[config.mk]
export PLATFORM = sky130hd
export DESIGN_NAME = uart_tx
export DESIGN_NICKNAME = d
export VERILOG_FILES = /design/src/rtl/uart_tx.sv
export SDC_FILE = /design/constraint.sdc
export NUM_CORES = 1
export LEC_CHECK = 0
export BUFFER_PORTS_ARGS = -buffer_cell sky130_fd_sc_hd__buf_4
export CORE_ASPECT_RATIO = 0.5
export CORE_MARGIN = 2
export CORE_UTILIZATION = 57
export DETAILED_ROUTE_END_ITERATION = 16
export GPL_TIMING_DRIVEN = 0
export PLACE_DENSITY = 0.85
export SLEW_MARGIN = 20
export SYNTH_ARGS = -nofsm -noshare
export SYNTH_HDL_FRONTEND = slang
export SYNTH_SLANG_ARGS = --single-unit
[constraint.sdc]
create_clock -name clk -period 8.1 [get_ports clk]
set_input_delay 0.81 -clock clk [delete_from_list [all_inputs] [get_ports clk]]
set_output_delay 0.81 -clock clk [all_outputs]
set_load 0.005 [all_outputs]
[src/rtl/uart_tx.sv]
// 8N1 UART transmitter with a small input FIFO and a fixed baud divisor.
// Define UART_TX_PARITY_EN to insert an even-parity bit (8E1 framing).
module uart_tx #(
   parameter int CLKS_PER_BIT = 10417,
   parameter int FIFO_DEPTH   = 4
) (
   input  logic                               clk,
   input  logic                               rst_n,
   input  logic [7:0]                         in_data,
   input  logic                               in_valid,
   output logic                               in_ready,
   output logic                               tx,
   output logic                               busy,
   output logic [$clog2(FIFO_DEPTH+1)-1:0]    fifo_count
);

   localparam int PW = $clog2(FIFO_DEPTH);
   localparam int BW = $clog2(CLKS_PER_BIT);
   localparam int CW = $clog2(FIFO_DEPTH+1);
   localparam logic [BW-1:0] BAUD_LAST = BW'(CLKS_PER_BIT-1);
   localparam logic [CW-1:0] FULL      = CW'(FIFO_DEPTH);

   typedef enum logic [2:0] {
      IDLE,
      START,
      DATA,
`ifdef UART_TX_PARITY_EN
      PARITY,
`endif
      STOP
   } state_t;

   state_t          state, state_d;
   logic [BW-1:0]   baud_cnt, cnt_d;
   logic [2:0]      bit_idx, idx_d;
   logic [7:0]      byte_q, byte_d;
   logic            tx_q, tx_d;
   logic            bit_end, pop, push, empty;

   logic [7:0]      mem [FIFO_DEPTH];
   logic [PW-1:0]   wr_ptr, rd_ptr;
   logic [CW-1:0]   count;

   assign empty      = (count == '0);
   assign in_ready   = (count != FULL);
   assign push       = in_valid & in_ready;
   assign fifo_count = count;
   assign tx         = tx_q;
   assign busy       = (state != IDLE) | ~empty;

   // Storage needs no reset: zeroed pointers and count make stale entries unreachable.
   always_ff @(posedge clk) begin
      if (push) mem[wr_ptr] <= in_data;
   end

   always_ff @(posedge clk or negedge rst_n) begin
      if (!rst_n) begin
         wr_ptr <= '0;
         rd_ptr <= '0;
         count  <= '0;
      end else begin
         if (push) wr_ptr <= wr_ptr + 1'b1;
         if (pop)  rd_ptr <= rd_ptr + 1'b1;
         case ({push, pop})
            2'b10:   count <= count + 1'b1;
            2'b01:   count <= count - 1'b1;
            default: count <= count;
         endcase
      end
   end

   always_ff @(posedge clk or negedge rst_n) begin
      if (!rst_n) begin
         state    <= IDLE;
         baud_cnt <= '0;
         bit_idx  <= '0;
         byte_q   <= '0;
         tx_q     <= 1'b1;
      end else begin
         state    <= state_d;
         baud_cnt <= cnt_d;
         bit_idx  <= idx_d;
         byte_q   <= byte_d;
         tx_q     <= tx_d;
      end
   end

   assign bit_end = (baud_cnt == BAUD_LAST);

   always_comb begin
      state_d = state;
      cnt_d   = baud_cnt;
      idx_d   = bit_idx;
      byte_d  = byte_q;
      tx_d    = tx_q;
      pop     = 1'b0;
      if (state != IDLE) cnt_d = bit_end ? '0 : baud_cnt + 1'b1;
      case (state)
         IDLE: begin
            cnt_d = '0;
            tx_d  = 1'b1;
            if (!empty) begin
               pop     = 1'b1;
               byte_d  = mem[rd_ptr];
               state_d = START;
               tx_d    = 1'b0;
            end
         end
         START: begin
            if (bit_end) begin
               state_d = DATA;
               idx_d   = '0;
               tx_d    = byte_q[0];
            end
         end
         DATA: begin
            if (bit_end) begin
               if (bit_idx == 3'd7) begin
`ifdef UART_TX_PARITY_EN
                  state_d = PARITY;
                  tx_d    = ^byte_q;
`else
                  state_d = STOP;
                  tx_d    = 1'b1;
`endif
               end else begin
                  idx_d = bit_idx + 3'd1;
                  tx_d  = byte_q[idx_d];
               end
            end
         end
`ifdef UART_TX_PARITY_EN
         PARITY: begin
            if (bit_end) begin
               state_d = STOP;
               tx_d    = 1'b1;
            end
         end
`endif
         STOP: begin
            // Chain straight into the next start bit so back-to-back frames are contiguous.
            if (bit_end) begin
               if (!empty) begin
                  pop     = 1'b1;
                  byte_d  = mem[rd_ptr];
                  state_d = START;
                  tx_d    = 1'b0;
               end else begin
                  state_d = IDLE;
                  tx_d    = 1'b1;
               end
            end
         end
         default: begin
            state_d = IDLE;
            tx_d    = 1'b1;
         end
      endcase
   end

endmodule

==> results of run 1 <==
==> cell families after synthesis <==
family / synth area share
AOI/OAI and AO/OA: 0.08617
xor gates and xnor gates: 0.04661
adders and majority gates: 0.05719
buffers and inverters: 0.02741
DFF: 0.5754
muxes: 0.08539
and+or+nand+nor: 0.1218
==> layer usage <==
| metal | global-route usage | vias to the layer above |
|---|---|---|
| li1 | - | 955 |
| met1 | 0.2740 | 1012 |
| met2 | 0.3322 | 49 |
| met3 | 0.06629 | 9 |
| met4 | 0.05967 | 0 |
| met5 | 0 | - |
==> layout make-up <==
class                      instances  area (sq um)  share of cell area
buffer                             5         27.53            0.007631
clock buffer                      10         127.6             0.03538
clock inverter                     6         73.82             0.02046
inverter                          16         60.06             0.01665
multi-input combinational        155          1269              0.3517
sequential                        67          1838              0.5095
tap                               73         91.34             0.02532
timing repair buffer              16         120.1             0.03330
==> flip-flops by register name, summed over array words and instances (netlist names) <==
signal	cells
state	2
byte_q	8
rd_ptr	2
bit_idx	3
fifo_count	3
baud_cnt	14
mem	32
wr_ptr	2
tx	1
==> cell usage after synthesis (2+ instances only) <==
| master | count | share of area |
|---|---|---|
| sky130_fd_sc_hd__dfrtp_1 | 34 | 0.27 |
| sky130_fd_sc_hd__edfxtp_1 | 32 | 0.30 |
| sky130_fd_sc_hd__nand2_1 | 22 | 0.026 |
| sky130_fd_sc_hd__nor2_1 | 16 | 0.019 |
| sky130_fd_sc_hd__o211ai_1 | 16 | 0.038 |
| sky130_fd_sc_hd__inv_1 | 15 | 0.018 |
| sky130_fd_sc_hd__ha_1 | 13 | 0.051 |
| sky130_fd_sc_hd__xnor2_1 | 13 | 0.036 |
| sky130_fd_sc_hd__mux4_2 | 10 | 0.071 |
| sky130_fd_sc_hd__nor3_1 | 7 | 0.011 |
| sky130_fd_sc_hd__nand3_1 | 6 | 0.0094 |
| sky130_fd_sc_hd__and3_1 | 5 | 0.0098 |
| sky130_fd_sc_hd__nand4_1 | 4 | 0.0078 |
| sky130_fd_sc_hd__xor2_1 | 4 | 0.011 |
| sky130_fd_sc_hd__a21oi_1 | 3 | 0.0047 |
| sky130_fd_sc_hd__a22oi_1 | 3 | 0.0071 |
| sky130_fd_sc_hd__clkbuf_1 | 3 | 0.0035 |
| sky130_fd_sc_hd__nor2b_1 | 3 | 0.0059 |
| sky130_fd_sc_hd__o21ai_0 | 3 | 0.0047 |
| sky130_fd_sc_hd__a211oi_1 | 2 | 0.0047 |
| sky130_fd_sc_hd__and2_1 | 2 | 0.0039 |
| sky130_fd_sc_hd__mux2_2 | 2 | 0.0071 |
| sky130_fd_sc_hd__nor4_1 | 2 | 0.0039 |
| sky130_fd_sc_hd__o21ai_1 | 2 | 0.0031 |
| sky130_fd_sc_hd__o2bb2ai_1 | 2 | 0.0055 |
| sky130_fd_sc_hd__or3_1 | 2 | 0.0039 |
| sky130_fd_sc_hd__or4_4 | 2 | 0.0071 |
==> critical path, stage by stage, from the launching register on <==
cell and delay, ns:
sky130_fd_sc_hd__dfrtp_1 0.44, sky130_fd_sc_hd__or4_4 0.61, sky130_fd_sc_hd__o41ai_4 0.46, sky130_fd_sc_hd__and2_1 0.26, sky130_fd_sc_hd__ha_1 0.21, sky130_fd_sc_hd__inv_1 0.07
sky130_fd_sc_hd__fa_1 0.38, sky130_fd_sc_hd__xor2_1 0.15, sky130_fd_sc_hd__nor2_1 0.11, sky130_fd_sc_hd__xor2_1 0.15
==> where the power goes <==
group	switching (mW)	total (mW)	internal, mW	leakage [nW]
registers	0.0216	0.430	0.408	0.705
logic	0.0804	0.139	0.0590	0.589
clock network	0.128	0.273	0.145	0.101
==> per-stage QoR <==
stage	cell area (sq um)	setup WS, ns
after floorplan	3194	5.468
after global placement	3406	5.316
after CTS	3607	5.190
after detailed placement	3406	5.200
final	3607	5.189
after global routing	3607	5.035
==> path summary, 6_finish.rpt <==
| check | start | end | slack (ns) | depth (start not counted) |
|---|---|---|---|---|
| worst max-delay path | baud_cnt[3]$_DFF_PN0_ | fifo_count[2]$_DFFE_PN0P_ | 5.19 | 9 |
| worst min-delay path | rst_n | byte_q[2]$_DFFE_PN0P_ | 0.41 | 1 |
| worst max register to register | baud_cnt[3]$_DFF_PN0_ | fifo_count[2]$_DFFE_PN0P_ | 5.19 | 9 |
| worst min register to register | bit_idx[0]$_DFFE_PN0P_ | bit_idx[0]$_DFFE_PN0P_ | 0.52 | 1 |
| max in group asynchronous | rst_n | tx$_DFFE_PN1P_ | 7.33 | 1 |
| min in group clk | bit_idx[0]$_DFFE_PN0P_ | bit_idx[0]$_DFFE_PN0P_ | 0.52 | 1 |
==> out/metrics.yaml, run 1 <==
synthesis:
  ys_ff_latch: 67
  synth.yosys.seq_area_share: 0.5754
  synth_enable_flop_cells: 32
  yosysWarnings: 0
  synthesis.area_per_instance_sq_um: 13.15
  proportion_of_synthesized_flip_flops_having_asynchronous_set_or_reset: 0.5224
  synth.net_count: 268
  mappedNetlistArea_sq_um: 3194
  synthesis.instances: 243
  synth_ff_type: "sky130_fd_sc_hd__dfrtp_1"
  ys_types: 42
finish:
  utilization: 0.6626
  filler_cell_count: 374
  antenna-diode-count: 0
  synthesis_to_finish_area_growth_pct: 12.93
  final_cells: 348
  final_layout_size_suffix_gt1_frac: 0.1964
  post_layout_nets: 295
  mostFrequentLayoutCell: "sky130_fd_sc_hd__dfrtp_1"
  most-common-layout-cells: "sky130_fd_sc_hd__dfrtp_1 (34), sky130_fd_sc_hd__edfxtp_1 (32), sky130_fd_sc_hd__nand2_1 (22)"
detailed_routing:
  post-route-drc-count: 0
  amount_of_wire_on_met3_after_detailed_routing_um: 238
  drt_iter0_drc: 182
  num_vias: 2025
  detail-route-antenna-nets: 0
  wl_met2_um: 2758
  drt-vias-per-instance: 5.819
  routed_wire_length_per_instance_um: 16.02
  wirelength_met1_um: 2513
  detail_route.first_pass.iterations: 4
  dr.max_layer_used: "met4"
  wl_um: 5576
critical_path:
  maximum_fanout_encountered_on_the_critical_timing_path: 6
  cp.arrival_ns: 3.18
  critPathRequiredTime_ns: 8.37
  sort_of_element_at_the_start_of_the_critical_path: "register"
  worst-setup-path-type: "reg2reg"
  timing.critical_path.to_type: "register"
clock_network:
  postCtsSetupBuffers: 0
  clock_tree.buffer_depth: 2
  clk_transition_reported_paths_ns: 0.07
  number_of_clock_buffers_inserted_by_tritoncts: 9
  cts.sink_count: 67
  cts_hold_repair.buffers: 0
  tritoncts: "yes"
  clk_root_buffer_cell: "sky130_fd_sc_hd__clkbuf_8"
  cts-htree-levels: 3
  post_cts.resized_instances: 0
  clock_insertion_delay_worst_skew_ns: 0.34
floorplanning:
  fp.coreArea_sq_um: 5444
  dieArea_sq_um: 6255
  top_level_ports: 17
  die_height_um: 56.94
  initial_core_util: 0.5868
  dieWidth_um: 109.9
  core.rowCount: 19
placed_design:
  gp_routability_congestion: 0.8182
  hpwlAfterDp_um: 3856
  place_inst: 332
  buffer_ports.inserted: 16
sta:
  max_clock_freq_ghz: 0.3435
  post_route_clock_skew_ns: 0.005917
  fin_hold_ws_ns: 0.4081
  tns_ns: 0
  tightestPinTransition_ns: 1.010
  period_needed_ns: 2.911
  timing.final.setup_violations: 0
  post-route-period-util: 0.3594
  slew-limit-headroom: 0.3217
  final-hold-violation-count: 0
  final_report_max_slew_violation_count: 0
  rsz0062_at_grt: "false"
flow_run:
  cap_viol_max_count: 0
power:
  power.leakage_nw: 1.395
  power_mw: 0.8422
  vdd_ir_drop_max_v: 0.0001467
  powerDensity_nw_per_um2: 233.5
grt:
  initial_antenna_violation_count: 0
  vias_in_the_first_global_route: 2038
  first_pass_grt_wire_length_um: 9646
  pin_count_of_the_biggest_net_entering_global_routing: 36
  total_routing_usage_gr: 0.2062
  overflow: 0
hold_path:
  min-delay-path-class: "in2async"
status:
  status: "finished, final reports clean"
No activity file was read; power rests on OpenSTA's default activity.
==> run 2: changes to the inputs <==
- clock period: 8.1 -> 2.93 ns (I/O delays scaled with it)
==> out/metrics.yaml, run 2 (same netlist as run 1, synthesis figures left out) <==
status:
  status: "finished, final reports clean"
finish:
  synthesis_to_finish_area_growth_pct: 14.49
  post_layout_nets: 300
  multi_input_comb_area_sq_um: 1279
  mostFrequentLayoutCell: "sky130_fd_sc_hd__dfrtp_1"
  largest-register: "mem"
  antenna-diode-count: 0
  most-common-layout-cells: "sky130_fd_sc_hd__dfrtp_1 (34), sky130_fd_sc_hd__edfxtp_1 (32), sky130_fd_sc_hd__nand2_1 (22), sky130_fd_sc_hd__buf_4 (20)"
  final_layout_size_suffix_gt1_frac: 0.2143
  largest_register_ffs: 32
  filler_cell_count: 368
  ff_latch_area_sq_um: 1838
  largest_registers: "mem x32, baud_cnt x14, byte_q x8"
grt:
  vias_in_the_first_global_route: 2027
  pin_count_of_the_biggest_net_entering_global_routing: 36
  initial_antenna_violation_count: 0
  overflow: 0
  total_routing_usage_gr: 0.2072
  first_pass_grt_wire_length_um: 9680
detailed_routing:
  detail_route.first_pass.iterations: 6
  detail-route-antenna-nets: 0
  num_vias: 2036
  drt-vias-per-instance: 5.768
  routed_wire_length_per_instance_um: 16.05
  drt_iter0_drc: 189
  post-route-drc-count: 0
  wl_um: 5666
clock_network:
  cts.sink_count: 67
  tritoncts: "yes"
  clk_root_buffer_cell: "sky130_fd_sc_hd__clkbuf_8"
  number_of_clock_buffers_inserted_by_tritoncts: 9
  cts-htree-levels: 3
  clk_transition_reported_paths_ns: 0.07
  clock_tree.buffer_depth: 2
  clock_insertion_delay_worst_skew_ns: 0.33
critical_path:
  sort_of_element_at_the_start_of_the_critical_path: "register"
  maximum_fanout_encountered_on_the_critical_timing_path: 5
  cp.arrival_ns: 3.04
  worst-setup-path-type: "reg2reg"
  timing.critical_path.to_type: "register"
  critPathRequiredTime_ns: 3.19
floorplanning:
  dieWidth_um: 109.9
  core.rowCount: 19
  initial_core_util: 0.5868
  die_height_um: 56.94
  top_level_ports: 17
  fp.coreArea_sq_um: 5444
  dieArea_sq_um: 6255
hold_path:
  min-delay-path-class: "in2reg"
power:
  power_mw: 2.328
  power_frac_comb: 0.166
  powerDensity_nw_per_um2: 636.4
  sequentialPowerShare: 0.510
  vdd_ir_drop_max_v: 0.0004054
  power.leakage_nw: 1.424
  power.net_switching_mw: 0.6338
  power_report.internal_total_mw: 1.694
  power_frac_clock: 0.323
  switching_portion_of_total_power: 0.2723
sta:
  rsz0062_at_grt: "false"
  post_route_clock_skew_ns: 0.005725
  tightestPinTransition_ns: 1.064
  timing.final.setup_violations: 0
  post-route-period-util: 0.9489
  period_needed_ns: 2.780
  final-hold-violation-count: 0
  slew-limit-headroom: 0.2851
  max_clock_freq_ghz: 0.3597
  final_report_max_slew_violation_count: 0
  tns_ns: 0
placed_design:
  buffer_ports.inserted: 16
  hpwlAfterDp_um: 3856
  gp_routability_congestion: 0.8182
flow_run:
  cap_viol_max_count: 0
==> run 2: cell count changes in the layout (fill, tap and decap cells not counted), sizes merged <==
cell / change
buf: +4
dlygate4sd3: +1
==> run 2: path summary, 6_finish.rpt <==
check	slack (ns)	end	cells past startpoint	startpoint
max	0.15	fifo_count[2]$_DFFE_PN0P_	9	baud_cnt[3]$_DFF_PN0_
min	0.16	mem[0][7]$_DFFE_PP_	1	in_data[7]
max reg2reg	0.15	fifo_count[2]$_DFFE_PN0P_	9	baud_cnt[3]$_DFF_PN0_
min reg2reg	0.52	baud_cnt[0]$_DFF_PN0_	1	baud_cnt[0]$_DFF_PN0_
max in group asynchronous	2.12	tx$_DFFE_PN1P_	2	rst_n
min in group asynchronous	0.46	byte_q[4]$_DFFE_PN0P_	2	rst_n
==> run 2: layer usage <==
metal | global-route usage | part of all wire | vias up
met5 | 0 | 0 | -
met4 | 0.05967 | 0.011 | 0
met3 | 0.06629 | 0.042 | 6
met2 | 0.3243 | 0.49 | 53
met1 | 0.2842 | 0.46 | 1011
li1 | - | - | 966
==> run 2: what timing repair did <==
| action | 4_1_cts | 5_1_grt |
|---|---|---|
| setup endpoints to repair | 0 | 1 |
| gates resized for setup | 0 | 2 |
| hold buffers | 1 | 0 |
| buffers inserted | 0 | 4 |
| endpoints found under the hold margin | 34 | 0 |
==> run 2: power groups by stage <==
stage | logic, mW | clock network, mW | registers, mW
2_1_floorplan | 0.247 | 0 | 1.19
3_3_place_gp | 0.362 | 0 | 1.20
3_5_place_dp | 0.385 | 0 | 1.21
4_1_cts | 0.390 | 0.776 | 1.19
5_1_grt | 0.432 | 0.820 | 1.20
6_report | 0.387 | 0.753 | 1.19
==> run 2: area by class of cell <==
class                   count  area share
well taps                  73     0.02497
clock buffers              10     0.03490
repair buffers             21     0.04379
inverters                  16     0.01642
multi-input cells         155      0.3496
clock inverters             6     0.02018
flip-flops and latches     67      0.5026
plain buffers               5    0.007527
==> run 2: per-stage QoR <==
step                      cells  cell area (sq um)  utilization  setup slack (ns)  hold slack, ns
final                       353               3657       0.6718            0.1498          0.1576
after global routing        353               3657       0.6718           0.01489          0.1320
after CTS                   349               3617       0.6644           0.02045          0.1346
after detailed placement    332               3406       0.6256           0.03042          0.2766
after global placement      332               3406       0.6256            0.1462          0.2657
after floorplan             243               3194            -            0.2982       -0.002591
==> run 2: worst max-delay path, stage by stage (launching register included) <==
cell,delay (ns)
sky130_fd_sc_hd__dfrtp_1,0.44
sky130_fd_sc_hd__or4_4,0.61
sky130_fd_sc_hd__o41ai_4,0.35
sky130_fd_sc_hd__and2_1,0.24
sky130_fd_sc_hd__ha_1,0.21
sky130_fd_sc_hd__inv_1,0.07
sky130_fd_sc_hd__fa_1,0.38
sky130_fd_sc_hd__xor2_1,0.15
sky130_fd_sc_hd__nor2_1,0.11
sky130_fd_sc_hd__xor2_1,0.15
==> run 3: changes to the inputs <==
- CORE_UTILIZATION: 57 -> 25
- PLACE_DENSITY: 0.85 -> 0.49
==> out/metrics.yaml, run 3 (same netlist as run 1, synthesis figures left out) <==
clock_network:
  clock_tree.buffer_depth: 2
  cts-htree-levels: 3
  cts.sink_count: 67
  clock_insertion_delay_worst_skew_ns: 0.32
  clk_transition_reported_paths_ns: 0.06
  tritoncts: "yes"
  clk_root_buffer_cell: "sky130_fd_sc_hd__clkbuf_16"
  number_of_clock_buffers_inserted_by_tritoncts: 9
sta:
  timing.final.setup_violations: 0
  slew-limit-headroom: 0.5234
  tightestPinTransition_ns: 0.7110
  final-hold-violation-count: 0
  final_report_max_slew_violation_count: 0
  max_clock_freq_ghz: 0.3572
  post_route_clock_skew_ns: 0.005942
  period_needed_ns: 2.800
  post-route-period-util: 0.9555
floorplanning:
  core.rowCount: 29
  dieWidth_um: 163.9
  die_height_um: 83.93
  fp.coreArea_sq_um: 12550
  dieArea_sq_um: 13750
  top_level_ports: 17
  initial_core_util: 0.2544
critical_path:
  timing.critical_path.to_type: "register"
  critPathRequiredTime_ns: 3.17
  r2r_slack_ns: 0.13
  r2r_start: "baud_cnt[6]$_DFF_PN0_"
  sort_of_element_at_the_start_of_the_critical_path: "register"
  critical_path.reg2reg.endpoint: "fifo_count[2]$_DFFE_PN0P_"
  maximum_fanout_encountered_on_the_critical_timing_path: 5
  worst-setup-path-type: "reg2reg"
  cp.arrival_ns: 3.04
  r2r_cells: 9
power:
  powerDensity_nw_per_um2: 678.4
  vdd_ir_drop_max_v: 0.0002975
  power.leakage_nw: 1.474
finish:
  largest_register_ffs: 32
  most-common-layout-cells: "sky130_fd_sc_hd__dfrtp_1 (32), sky130_fd_sc_hd__edfxtp_1 (32), sky130_fd_sc_hd__nand2_1 (22), sky130_fd_sc_hd__buf_4 (22)"
  final_layout_size_suffix_gt1_frac: 0.2376
  post_layout_nets: 302
  synthesis_to_finish_area_growth_pct: 22.29
  antenna-diode-count: 0
  utilization: 0.3111
  largest-register: "mem"
  largest_registers: "mem x32, baud_cnt x14, byte_q x8"
  final_cells: 452
detailed_routing:
  post-route-drc-count: 0
  detail-route-antenna-nets: 0
  wl_um: 6057
  num_vias: 1963
  routed_wire_length_per_instance_um: 13.40
  drt_iter0_drc: 168
  detail_route.first_pass.iterations: 4
  drt-vias-per-instance: 4.343
grt:
  gr-max-usage-layer: "met2"
  met3_track_utilization_from_global_routing: 0.02832
  initial_antenna_violation_count: 0
  vias_in_the_first_global_route: 2071
  gr-usage-met1: 0.1205
  total_routing_usage_gr: 0.09727
  overflow: 0
  pin_count_of_the_biggest_net_entering_global_routing: 36
  groute.layer.met2.usage: 0.1589
  first_pass_grt_wire_length_um: 10340
placed_design:
  gp_routability_congestion: 0.7916
  buffer_ports.inserted: 16
  place_inst: 429
  hpwlAfterDp_um: 4131
hold_path:
  min-delay-path-class: "in2reg"
  hold_path_end: "mem[2][7]$_DFFE_PP_"
  worstHoldStart: "in_data[7]"
  worst_hold_path.num_cells: 1
flow_run:
  cap_viol_max_count: 0
status:
  status: "finished, final reports clean"
run 3: worst max-delay path by stage:
stage,endpoint,slack [ns],cells after the start,startpoint
after floorplan,fifo_count[2]$_DFFE_PN0P_,0.30,9,baud_cnt[3]$_DFF_PN0_
after detailed placement,fifo_count[2]$_DFFE_PN0P_,0.06,9,baud_cnt[3]$_DFF_PN0_
final,fifo_count[2]$_DFFE_PN0P_,0.13,9,baud_cnt[6]$_DFF_PN0_
after global routing,fifo_count[2]$_DFFE_PN0P_,-0.04,9,baud_cnt[6]$_DFF_PN0_
after global placement,fifo_count[2]$_DFFE_PN0P_,0.11,9,baud_cnt[3]$_DFF_PN0_
after CTS,fifo_count[2]$_DFFE_PN0P_,0.04,9,baud_cnt[3]$_DFF_PN0_
run 3: routing by layer:
metal | vias to the layer above | wire, um
li1 | 967 | -
met1 | 974 | 2867
met2 | 17 | 2985
met3 | 5 | 149
met4 | 0 | 55
met5 | - | 0
run 3: stage by stage:
step	setup WS, ns	cell area [sq um]	hold slack [ns]	total power, mW	setup TNS, ns
floorplan	0.2982	3194	-0.002591	1.440	0
global placement	0.1107	3527	0.2771	1.575	0
detailed placement	0.05828	3527	0.2888	1.603	0
CTS	0.03839	3839	0.1547	2.690	0
global route	-0.03854	3906	0.1525	2.788	-0.03854
finish	0.1302	3906	0.1661	2.650	0
run 3: power by group:
group / internal (mW) / leakage (nW) / switching [mW] / total [mW]
sequential: 1.13 / 0.702 / 0.0649 / 1.19
combinational: 0.165 / 0.629 / 0.224 / 0.389
clock: 0.667 / 0.144 / 0.399 / 1.07
run 3: what timing repair did:
item / 4_1_cts / 5_1_grt
hold buffers: 1 / 0
buffers inserted: 0 / 6
hold endpoints to repair: 34 / 0
resized for setup: 0 / 6
setup endpoints to repair: 0 / 1
run 3: cell type report:
class | count | area (sq um)
multi-input cells | 155 | 1289
flip-flops and latches | 67 | 1841
inverters | 16 | 60.06
clock buffers | 10 | 229.0
clock inverters | 6 | 72.57
plain buffers | 5 | 27.53
well taps | 170 | 212.7
repair buffers | 23 | 175.2
fillers | 1291 | 8648
run 3: critical path, stage by stage (launching register included):
cell,delay [ns]
sky130_fd_sc_hd__dfrtp_2,0.42
sky130_fd_sc_hd__or4_4,0.55
sky130_fd_sc_hd__o41ai_4,0.49
sky130_fd_sc_hd__and2_4,0.23
sky130_fd_sc_hd__ha_2,0.18
sky130_fd_sc_hd__inv_1,0.05
sky130_fd_sc_hd__fa_1,0.37
sky130_fd_sc_hd__xor2_1,0.15
sky130_fd_sc_hd__nor2_1,0.11
sky130_fd_sc_hd__xor2_1,0.16
